### config.mk
export PLATFORM = sky130hd
export DESIGN_NAME = hs_fifo
export DESIGN_NICKNAME = d
export VERILOG_FILES = /design/src/rtl/hs_fifo.sv
export SDC_FILE = /design/constraint.sdc
export NUM_CORES = 1
export LEC_CHECK = 0
export BUFFER_PORTS_ARGS = -buffer_cell sky130_fd_sc_hd__clkbuf_2
export CAP_MARGIN = 30
export CORE_UTILIZATION = 55
export CTS_CLUSTER_DIAMETER = 200
export DETAILED_ROUTE_END_ITERATION = 10
export GPL_ROUTABILITY_DRIVEN = 0
export PLACE_DENSITY = 0.78
export SLEW_MARGIN = 0
export SYNTH_ARGS = -nofsm -noshare
export SYNTH_HDL_FRONTEND = slang
export SYNTH_SLANG_ARGS = --single-unit
### constraint.sdc
create_clock -name clk -period 3.2 [get_ports clk]
set_clock_uncertainty 0.05 [all_clocks]
set_input_delay 0.8 -clock clk [delete_from_list [all_inputs] [get_ports clk]]
set_output_delay 0.8 -clock clk [all_outputs]
set_load 0.02 [all_outputs]
### src/rtl/hs_fifo.sv
// ----------------------------------------------------------------------------
// hs_fifo
//   DEPTH-entry synchronous FIFO that decouples a valid/ready producer from a
//   valid/ready consumer. The head entry is presented with first-word
//   fall-through. Occupancy is tracked by a counter, which also drives
//   full/empty, so the pointers never need to be compared.
//
// Ports
//   clk          rising-edge clock
//   rst_n        asynchronous active-low reset
//   flush        synchronous clear of pointers and count (beats push/pop)
//   in_data      producer payload, sampled only on an accepted edge
//   in_valid     producer has data
//   in_ready     FIFO can accept (count != DEPTH), from registered state only
//   out_data     head-of-FIFO payload (0 while empty)
//   out_valid    head entry valid (count != 0)
//   out_ready    consumer accepts
//   count        entries held, 0..DEPTH
//   almost_full  count >= AF_LEVEL
// ----------------------------------------------------------------------------
module hs_fifo #(
    parameter  int unsigned DATA_W   = 4,
    parameter  int unsigned DEPTH    = 4,
    parameter  int unsigned AF_LEVEL = 3,
    localparam int unsigned CNT_W    = $clog2(DEPTH) + 1
) (
    input  logic              clk,
    input  logic              rst_n,
    input  logic              flush,
    input  logic [DATA_W-1:0] in_data,
    input  logic              in_valid,
    output logic              in_ready,
    output logic [DATA_W-1:0] out_data,
    output logic              out_valid,
    input  logic              out_ready,
    output logic [CNT_W-1:0]  count,
    output logic              almost_full
);

    localparam int unsigned PTR_W = $clog2(DEPTH);

    logic [PTR_W-1:0]  wr_ptr_q, wr_ptr_d;
    logic [PTR_W-1:0]  rd_ptr_q, rd_ptr_d;
    logic [CNT_W-1:0]  count_q, count_d;
    logic [DATA_W-1:0] mem_q [DEPTH];

    logic push;
    logic pop;

    // Status flags depend on the count register only, so in_ready has no
    // combinational path from out_ready.
    assign in_ready    = (count_q != CNT_W'(DEPTH));
    assign out_valid   = (count_q != '0);
    assign almost_full = (count_q >= CNT_W'(AF_LEVEL));
    assign count       = count_q;

    // Flush discards any handshake that happens in the same cycle.
    assign push = in_valid & in_ready & ~flush;
    assign pop  = out_valid & out_ready & ~flush;

    // Empty FIFO presents zero rather than stale storage.
    assign out_data = out_valid ? mem_q[rd_ptr_q] : '0;

    // Next-state for pointers and occupancy.
    always_comb begin
        wr_ptr_d = wr_ptr_q;
        rd_ptr_d = rd_ptr_q;
        count_d  = count_q;

        if (flush) begin
            wr_ptr_d = '0;
            rd_ptr_d = '0;
            count_d  = '0;
        end else begin
            // DEPTH is a power of two, so plain increment wraps modulo DEPTH.
            if (push) begin
                wr_ptr_d = wr_ptr_q + PTR_W'(1);
            end
            if (pop) begin
                rd_ptr_d = rd_ptr_q + PTR_W'(1);
            end
            unique case ({push, pop})
                2'b10:   count_d = count_q + CNT_W'(1);
                2'b01:   count_d = count_q - CNT_W'(1);
                default: count_d = count_q;
            endcase
        end
    end

    // Control state register.
    always_ff @(posedge clk or negedge rst_n) begin
        if (!rst_n) begin
            wr_ptr_q <= '0;
            rd_ptr_q <= '0;
            count_q  <= '0;
        end else begin
            wr_ptr_q <= wr_ptr_d;
            rd_ptr_q <= rd_ptr_d;
            count_q  <= count_d;
        end
    end

    // Storage array; contents are never reset since out_data masks them while
    // the FIFO is empty.
    always_ff @(posedge clk) begin
        if (push) begin
            mem_q[wr_ptr_q] <= in_data;
        end
    end

endmodule
==> metrics list <==
- The run finished with clean final reports.
* Net Sw Frac: 0.355
- Number of top-level design ports: 19
- The floorplan step defined a die boundary enclosing 2350 um^2.
* FMAX: 383 MHz
* Leakage: 0.000530 uW
* Worst Reg2Reg Path Length in Cells: 6
- The detail route stage leaves a number of antenna-violating nets equal to 0.
- The most used flip-flop cell after synthesis is sky130_fd_sc_hd__edfxtp_1.
- TritonCTS built the clock tree.
- The total area inside the core boundary comes to around 2000 um^2.
* Number of storage elements in the synthesis netlist: 23
* Pin count of the biggest net entering global routing: 15
- Following the worst setup path forward leads to its endpoint at out_data[2].
- Overall Global Routing Usage: 0.189
- The worst-case IR drop observed on VDD is 0.300 mV.
- Prior to clock tree synthesis, the placed netlist has a worst setup slack of 0.572 ns.
* Register area share after synthesis: 0.551
- The worst setup path is captured at an output port.
- STA puts the critical path data required time at between 2 and 2.5 ns.
* PortBufs: 18
- Counting distinct cell types in the post-synthesis netlist gives 37.
* Tcrit/Tclk final: 0.817
- Layout cell share with drive strength beyond 1: 0.290
- Headroom to the max-slew limit came out at 0.577.
* Slew Limit Fails: 0
- Reg-to-reg startpoint: count[1]
- Overflow after GRT: 0
- Cells resized by post-CTS repair: 0
- Reported net switching power: about 280 uW
* Cells after Synth: a little over 90
* Tightest Hold Check Type: in2async
- Adding up every negative setup slack in the final design gives 0 ns.
- Initial cell density of the core: 0.594
* CTS Buf Count: 3
* Vias per inst: around 5.6
* Internal reg-to-reg setup slack: just over 0.8 ns
* Detailed-route wire length: ~2000 um
- Die Y: about 49 um
- After detailed routing, the average wire length per cell comes to about 15 um.
- Final critical path time including I/O delays and setup: ~2.6 ns
* Number of iterations in the first detailed-routing pass: 4
- In this run the critical register-to-register path is captured at count[1].
- Wire length of the first global-routing pass: about 3300 um
- The share of total power dissipated in combinational logic is 0.327.
* Nets in the synthesized netlist: 106
- Cell count after placement: 130
- Antenna violations before repair: 0
- Setup CP Type: reg2out
* Number of clock sinks: 23
- Area overhead of the layout relative to synthesis: 9.25%
- Of all nets on the critical path, the largest fanout is 14.
- Summed instance area of the synthesized netlist: 1190 um^2
- Dividing the synthesized area by the synthesized cell count gives ~13 um^2.
* Number of design-rule violations left by the first detailed-router iteration: 11
- After layout, the worst setup slack is a little under 0.6 ns.
* Worst hold slack: roughly 0.26 ns
* Clk Tree Root Cell: sky130_fd_sc_hd__clkbuf_4
- Setup Fix Bufs, Post-CTS: 0
- Number of non-filler instances in the completed layout: around 130
- After synthesis, the share of flip-flops with an asynchronous set or reset is 0.304.
- Layout Nets: 122
- Detailed-route via count: approximately 760
- Power share of the sequential group: 0.508
* Synth warnings: 0
- The number of antenna diodes in the final layout is 0.
- Of the total power, the clock network draws 0.164.
- Number of global-route vias before repair: ~700
* Transition time at the pin with the least slew margin: ~0.63 ns
* Data arrival time of the critical path: 1.76 ns
* Core Rows: 16
- For this run, design rule violations remaining after detail routing come to 0.
- HPWL reported at the end of detailed placement: 1510 um
- The filler cells instantiated in the layout total 163.
- Post-CTS Hold Fix Bufs: 0
- The final count of hold timing violations is 0.
- Setup violations remaining at the end of the flow were counted as 0.
- In this run, synthesis inferred 16 flip-flops with an integrated enable.
- Max-cap violations in this run came to 0.
- The worst setup path is launched from a register.
* Total power divided by cell area: 597 nW/um^2
* Clock transition at the registers of the reported paths: 0.12 ns
* Die width: 48.5 um
* Sum of internal, switching and leakage power: 776 uW
* Internal power summed over all cells: about 500 uW
- Bufs on Longest Clock Path: 2
- Unrepaired setup endpoints after global routing: false
- Beginning of the critical path: count[1]
- For the worst-skew pair, the clock arrives at the later sink with an insertion delay of between 0.2 and 0.3 ns.
- H-Tree Depth: 1
[Yosys cell counts (all sizes together), types with 2 or more instances]
library cell,instances,area (um^2)
edfxtp,16,480
nor2,5,21.3
inv,6,22.5
nor2b,4,25.0
xor2,2,17.5
ha,4,50.1
mux4,4,90.1
and3,4,25.0
dfrtp,7,175
nand3,3,15.0
nand2b,2,12.5
o21ai,2,10.0
nor3,2,10.0
nand2,3,11.3
buf,6,36.3
a21oi,4,20.0
[routing by layer]
metal	vias to the layer above	share of wire	GRT usage
met2	16	0.51	0.333
met5	-	0	0
met3	2	0.023	0.0189
met1	368	0.46	0.248
met4	0	0.012	0.0588
li1	370	-	-
[critical path, cell delays in order, from the launching register on]
cell                       delay [ns]
sky130_fd_sc_hd__dfrtp_1         0.57
sky130_fd_sc_hd__nor3_1          0.61
sky130_fd_sc_hd__nor2b_1         0.10
sky130_fd_sc_hd__clkbuf_2        0.18
[how the worst min path moves through the flow]
stage	to	slack, ns	cells after the start
4_1_cts	count[2]	0.26	1
2_1_floorplan	count[0]	0.45	0
3_5_place_dp	wr_ptr_q[0]	0.56	2
3_3_place_gp	wr_ptr_q[1]	0.54	2
6_report	count[2]	0.26	1
5_1_grt	rd_ptr_q[1]	0.26	1
[layout by cell type, fill, tap and decap left out, drive strengths merged, types with 2 or more instances in the layout]
cell type	n
nor3	2
dfrtp	7
xor2	2
o21ai	2
clkbuf	22
nand2	3
nand2b	2
nor2b	4
inv	6
nand3	3
and3	4
mux4	4
a21oi	4
nor2	5
edfxtp	16
ha	4
[cells by family after synthesis]
| family | after synthesis | synth area share |
|---|---|---|
| AO/OA/AOI/OAI | 18 | 0.113 |
| XOR/XNOR | 3 | 0.0221 |
| buffers and inverters | 13 | 0.0526 |
| flip-flops | 23 | 0.551 |
| multiplexers | 5 | 0.0852 |
| adder cells (fa/ha/maj) | 5 | 0.0589 |
| AND/OR/NAND/NOR | 25 | 0.118 |
[power by group through the flow]
stage / clock (uW) / sequential (uW) / combinational [uW]
5_1_grt: 141 / 402 / 276
6_report: 128 / 395 / 254
3_5_place_dp: 0 / 403 / 253
3_3_place_gp: 0 / 400 / 242
2_1_floorplan: 0 / 376 / 213
4_1_cts: 129 / 396 / 257
[sequential cells by signal, summed over array words and instances, names as in the netlist]
| name | count |
|---|---|
| wr_ptr_q | 2 |
| mem_q | 16 |
| count | 3 |
| rd_ptr_q | 2 |
[metrics by stage]
step            util  area, um^2
4_1_cts        0.649        1300
5_1_grt        0.649        1300
3_5_place_dp   0.636        1270
3_3_place_gp   0.636        1270
6_report       0.649        1300
2_1_floorplan      -        1190
[layout make-up]
class,count,area [um^2],share of cell area
sequential,23,656,0.504
tap,27,33.8,0.0260
inverter,6,22.5,0.0173
timing repair buffer,18,90.1,0.0693
clock buffer,4,26.3,0.0202
multi-input combinational,56,472,0.363
Power figures use the tool's default switching activity.
